--- config.mk ---
export PLATFORM = sky130hd
export DESIGN_NAME = magnitude_estimator_peak
export DESIGN_NICKNAME = d
export VERILOG_FILES = /design/src/rtl/magnitude_estimator_peak.sv
export SDC_FILE = /design/constraint.sdc
export NUM_CORES = 1
export LEC_CHECK = 0
export BUFFER_PORTS_ARGS = -buffer_cell sky130_fd_sc_hd__buf_4
export CAP_MARGIN = 30
export CORE_ASPECT_RATIO = 1.1
export CORE_MARGIN = 3
export CORE_UTILIZATION = 55
export DETAILED_ROUTE_END_ITERATION = 10
export HOLD_SLACK_MARGIN = 0.1
export MAX_ROUTING_LAYER = met4
export PLACE_DENSITY_LB_ADDON = 0.25
export SYNTH_ARGS = -nofsm -noshare
export SYNTH_HDL_FRONTEND = slang
export SYNTH_SLANG_ARGS = --single-unit
--- constraint.sdc ---
create_clock -name Clk -period 4.7 [get_ports Clk]
set_input_delay 0.235 -clock Clk [delete_from_list [all_inputs] [get_ports Clk]]
set_output_delay 0.235 -clock Clk [all_outputs]
set_load 0.02 [all_outputs]
--- src/rtl/magnitude_estimator_peak.sv ---
// Three-stage complex magnitude estimator with selectable per-sample approximation,
// followed by a windowed peak tracker that reports the largest magnitude and its index.
module magnitude_estimator_peak #(
  parameter int unsigned DATA_W  = 21,
  parameter int unsigned WIN_LEN = 64,
  parameter int unsigned IDX_W   = 6
) (
  input  logic                     Clk,
  input  logic                     Rst_n,
  input  logic                     DataEnable,
  input  logic signed [DATA_W-1:0] DataInRe,
  input  logic signed [DATA_W-1:0] DataInIm,
  input  logic [1:0]               Mode,
  input  logic                     WinClr,
  output logic                     AbsoluteEnable,
  output logic [DATA_W:0]          Absolute,
  output logic                     PeakValid,
  output logic [DATA_W:0]          PeakMag,
  output logic [IDX_W-1:0]         PeakIdx
);

  localparam logic [IDX_W-1:0] LastIdx = IDX_W'(WIN_LEN - 1);

  // Stage 1: absolute values; the most-negative input maps to 2^(DATA_W-1) unsigned
  logic [DATA_W-1:0] w_abs_re, w_abs_im;
  logic              r_v1;
  logic [1:0]        r_mode1;
  logic [DATA_W-1:0] r_abs_re1, r_abs_im1;

  assign w_abs_re = DataInRe[DATA_W-1] ? $unsigned(~DataInRe + DATA_W'(1)) : $unsigned(DataInRe);
  assign w_abs_im = DataInIm[DATA_W-1] ? $unsigned(~DataInIm + DATA_W'(1)) : $unsigned(DataInIm);

  always_ff @(posedge Clk or negedge Rst_n) begin
    if (!Rst_n) begin
      r_v1      <= 1'b0;
      r_mode1   <= '0;
      r_abs_re1 <= '0;
      r_abs_im1 <= '0;
    end else begin
      r_v1      <= DataEnable;
      r_mode1   <= DataEnable ? Mode : 2'b00;
      r_abs_re1 <= DataEnable ? w_abs_re : '0;
      r_abs_im1 <= DataEnable ? w_abs_im : '0;
    end
  end

  // Stage 2: ordering
  logic              r_v2;
  logic [1:0]        r_mode2;
  logic [DATA_W-1:0] r_mx2, r_mn2;
  logic              w_re_ge;

  assign w_re_ge = (r_abs_re1 >= r_abs_im1);

  always_ff @(posedge Clk or negedge Rst_n) begin
    if (!Rst_n) begin
      r_v2    <= 1'b0;
      r_mode2 <= '0;
      r_mx2   <= '0;
      r_mn2   <= '0;
    end else begin
      r_v2    <= r_v1;
      r_mode2 <= r_v1 ? r_mode1 : 2'b00;
      r_mx2   <= r_v1 ? (w_re_ge ? r_abs_re1 : r_abs_im1) : '0;
      r_mn2   <= r_v1 ? (w_re_ge ? r_abs_im1 : r_abs_re1) : '0;
    end
  end

  // Stage 3: combine in DATA_W+1 bits with truncating logical shifts
  logic [DATA_W:0] w_mx, w_mn, w_mn_half, w_mx_eighth, w_comb;
  logic            r_v3;
  logic [DATA_W:0] r_abs3;

  assign w_mx        = {1'b0, r_mx2};
  assign w_mn        = {1'b0, r_mn2};
  assign w_mn_half   = w_mn >> 1;
  assign w_mx_eighth = w_mx >> 3;

  always_comb begin
    w_comb = '0;
    unique case (r_mode2)
      2'd0: w_comb = w_mx + w_mn;
      2'd1: w_comb = w_mx;
      2'd2: w_comb = w_mx + w_mn_half;
      2'd3: w_comb = w_mx - w_mx_eighth + w_mn_half;
      default: w_comb = '0;
    endcase
  end

  always_ff @(posedge Clk or negedge Rst_n) begin
    if (!Rst_n) begin
      r_v3   <= 1'b0;
      r_abs3 <= '0;
    end else begin
      r_v3   <= r_v2;
      r_abs3 <= r_v2 ? w_comb : '0;
    end
  end

  assign AbsoluteEnable = r_v3;
  assign Absolute       = r_abs3;

  // Peak tracker; WinClr restarts the window with the coincident sample as index 0
  logic [IDX_W-1:0] r_cnt, r_cur_idx, r_peak_idx;
  logic [DATA_W:0]  r_cur_max, r_peak_mag;
  logic             r_peak_valid;
  logic [IDX_W-1:0] w_eff_cnt, w_new_idx;
  logic [DATA_W:0]  w_new_max;
  logic             w_last;

  assign w_eff_cnt = WinClr ? '0 : r_cnt;
  assign w_last    = !WinClr && (r_cnt == LastIdx);

  always_comb begin
    w_new_max = r_cur_max;
    w_new_idx = r_cur_idx;
    if (w_eff_cnt == '0) begin
      w_new_max = r_abs3;
      w_new_idx = '0;
    end else if (r_abs3 > r_cur_max) begin
      w_new_max = r_abs3;
      w_new_idx = w_eff_cnt;
    end
  end

  always_ff @(posedge Clk or negedge Rst_n) begin
    if (!Rst_n) begin
      r_cnt        <= '0;
      r_cur_max    <= '0;
      r_cur_idx    <= '0;
      r_peak_valid <= 1'b0;
      r_peak_mag   <= '0;
      r_peak_idx   <= '0;
    end else begin
      r_peak_valid <= 1'b0;
      if (r_v3) begin
        r_cur_max <= w_new_max;
        r_cur_idx <= w_new_idx;
        if (w_last) begin
          r_cnt        <= '0;
          r_peak_valid <= 1'b1;
          r_peak_mag   <= w_new_max;
          r_peak_idx   <= w_new_idx;
        end else begin
          r_cnt <= w_eff_cnt + IDX_W'(1);
        end
      end else if (WinClr) begin
        r_cnt <= '0;
      end
    end
  end

  assign PeakValid = r_peak_valid;
  assign PeakMag   = r_peak_mag;
  assign PeakIdx   = r_peak_idx;

endmodule

==> results.ini <==
[outcome]
status=finished, final reports clean

[floorplan]
die_area_um2=23000
core_area_um2=20700
initial_core_util_pct=56.2
die-width_um=145
std_cell_rows=55
fp.dieH_um=159
ios=100

[logic_synthesis]
ys_async_sr_fraction_pct=100
ys_types=68
synth_nets=1373
synth_edf_count=0
yosys_warnings=0
synth-main-ff-cell=dfrtp_1
ys_seq_elements=176
avgSynthCellArea_um2=9.59
netlist_area_um2=11600
ys_seq_area_share_pct=37.8
synthCells=1214

[final_layout]
final_common_cell=dfrtp_1
mostFrequentLayoutCells=176 x dfrtp_1, 147 x inv_1, 108 x buf_4
fin_util_pct=64.3
syn_to_final_growth_pct=14.3
drive_gt1_share_pct=13.7
final_nets=1468
diodes=0

[min_path]
hold-path-endpoint=r_abs_im1[1]$_DFF_PN0_
min_path_cells=3
hold_start=DataInIm[1]
hold_class=primary input to flip-flop

[placed_design]
place.gp.congestion=0.941
hpwl_mm=18.0
io_buffers=99

[worst_setup_path]
crit_path_max_incr_delay_ns=0.41
cp.required_ns=5.01
rrSetupSlack_ns=0.74
r2r_end=Absolute[20]$_DFF_PN0_
r2r_start=r_mode2[1]$_DFF_PN0_
critPathCaptureType=flip-flop
worst-path-buf-inv=2
slowest_stage=fa_1
path_common_cell=nand4_1
cp_data_arrival_time_ns=4.27
reg2regPathDepth=14
crit_family=compound AO/OA/AOI/OAI gates
critPathMaxFanout=17
crit_chain=inv_1, nor2_2, buf_4, mux2_2, ha_1, fa_1, a21oi_1, o211ai_1, nand4_1, nand4_1, a21boi_0, o21ai_0, xor2_1, o221a_2
cp-start-kind=flip-flop
path_class=flip-flop to flip-flop
cp-startpoint=r_mode2[1]$_DFF_PN0_

[sta]
rsz0062_at_grt=no
skew_ns=0.0156
tns_ns=0
period_share_pct=84.2
tightest_slew_ns=0.963
setup_violations=0
hold_violations=0
fin_hold_ws_ns=0.116
fin_crit_ns=3.96
slew_headroom_pct=35.5
slew_viol_final=0
max_freq_mhz=253

[route]
route.antenna.remaining_nets=0
drc=0
drt_iter0_markers=318
dr.pass1.iters=4
wl_per_cell_um=14.3
routed_wl_mm=22.9
vias=8574
via_per_inst=5.34

[power_and_ir_drop]
p_leak_uw=0.00653
power_density_nw_per_um2=369
max-vdd-ir-drop_mv=0.211

[global_routing]
track_usage_pct=22.0
gr-total-overflow=0
antenna_found_initial=0
grt_max_degree=95
grt_pass1_wl_mm=40.0
grt_pass1_vias=8578

[clock_network]
clk_latency_ns=0.43
h-tree-depth=4
cts-root-buf=clkbuf_16
cts_buffers=17
clkSinkCount=176
clk_pin_slew_worst_paths_ns=0.07
tritoncts=built
cts_max_path_buffers=2

[flow_run]
cap_violations=0

## state kept, by name, indices dropped and copies added, names as in the netlist, 2 cells and up
name,count
r_cur_idx,6
r_mode2,2
r_abs_im1,21
PeakIdx,6
r_mx2,21
r_cur_max,22
r_mode1,2
r_abs_re1,21
r_mn2,21
Absolute,22
PeakMag,22
r_cnt,6
## Yosys cell counts, types with 34 or more instances
master / count / area share, %
a21oi_1: 58 / 2.5
and2_1: 39 / 2.1
clkbuf_1: 34 / 1.1
dfrtp_1: 176 / 38
ha_1: 92 / 9.9
inv_1: 147 / 4.7
mux2i_1: 72 / 6.2
nand2_1: 93 / 3.0
nor2_1: 34 / 1.1
nor2b_1: 51 / 2.7
o21ai_0: 99 / 4.3
xnor2_1: 56 / 4.2
## cell type report
cell class / count / area, um2
Sequential cell: 176 / 4400
Fill cell: 1738 / 7400
Timing Repair Buffer: 122 / 952
Multi-Input combinational cell: 845 / 6480
Inverter: 147 / 552
Tap cell: 285 / 357
Clock buffer: 19 / 433
Clock inverter: 13 / 131
## through the flow
stage | worst slack, ns | instances | power, uW | instance area, um2
4_1_cts | 0.783 | 1607 | 4940 | 13300
2_1_floorplan | 1.13 | 1214 | 3180 | 11600
6_report | 0.743 | 1607 | 4910 | 13300
5_1_grt | 0.401 | 1607 | 5260 | 13300
3_3_place_gp | 0.883 | 1562 | 3540 | 12600
3_5_place_dp | 0.813 | 1562 | 3580 | 12600
## tightest hold or removal path, cell delays in order
cell     delay [ns]
buf_4          0.09
mux2i_1        0.06
nor2b_1        0.12
## cell families after synthesis
| logic type | share of synthesized area, % |
|---|---|
| AND/OR/NAND/NOR | 13.2 |
| AO/OA/AOI/OAI | 14.7 |
| buffers and inverters | 6.63 |
| flip-flops | 37.8 |
| adder cells (fa/ha/maj) | 13.2 |
| multiplexers | 8.96 |
| XOR/XNOR | 5.57 |
## report_power, final
group          total [uW]  leakage [uW]  switching (uW)  internal [uW]
Clock                1340      0.000258             597            738
Sequential           1780       0.00236             129           1650
Combinational        1790       0.00391             976            817
## routing by layer
layer / vias to the layer above / share of wire [%] / global-route usage (%) / wire length, um
met5: - / 0 / - / 0
met4: 0 / 1.7 / 6.00 / 393
met3: 32 / 3.4 / 2.94 / 776
met2: 187 / 50 / 37.9 / 11400
met1: 4005 / 45 / 27.4 / 10300
li1: 4350 / - / - / -
## what timing repair did
item                      4_1_cts  5_1_grt
buffers inserted                0        0
hold endpoints to repair      104        0
gates resized for setup         0        0
hold buffers                   13        0
## how the worst max path moves through the flow
stage | endpoint | slack [ns] | cells past startpoint
final | Absolute[20]$_DFF_PN0_ | 0.74 | 14
after global placement | Absolute[20]$_DFF_PN0_ | 0.88 | 14
after CTS | Absolute[20]$_DFF_PN0_ | 0.78 | 14
after floorplan | Absolute[20]$_DFF_PN0_ | 1.13 | 15
after global routing | Absolute[20]$_DFF_PN0_ | 0.40 | 14
after detailed placement | Absolute[20]$_DFF_PN0_ | 0.81 | 14
No activity file was read; power rests on OpenSTA's default activity.
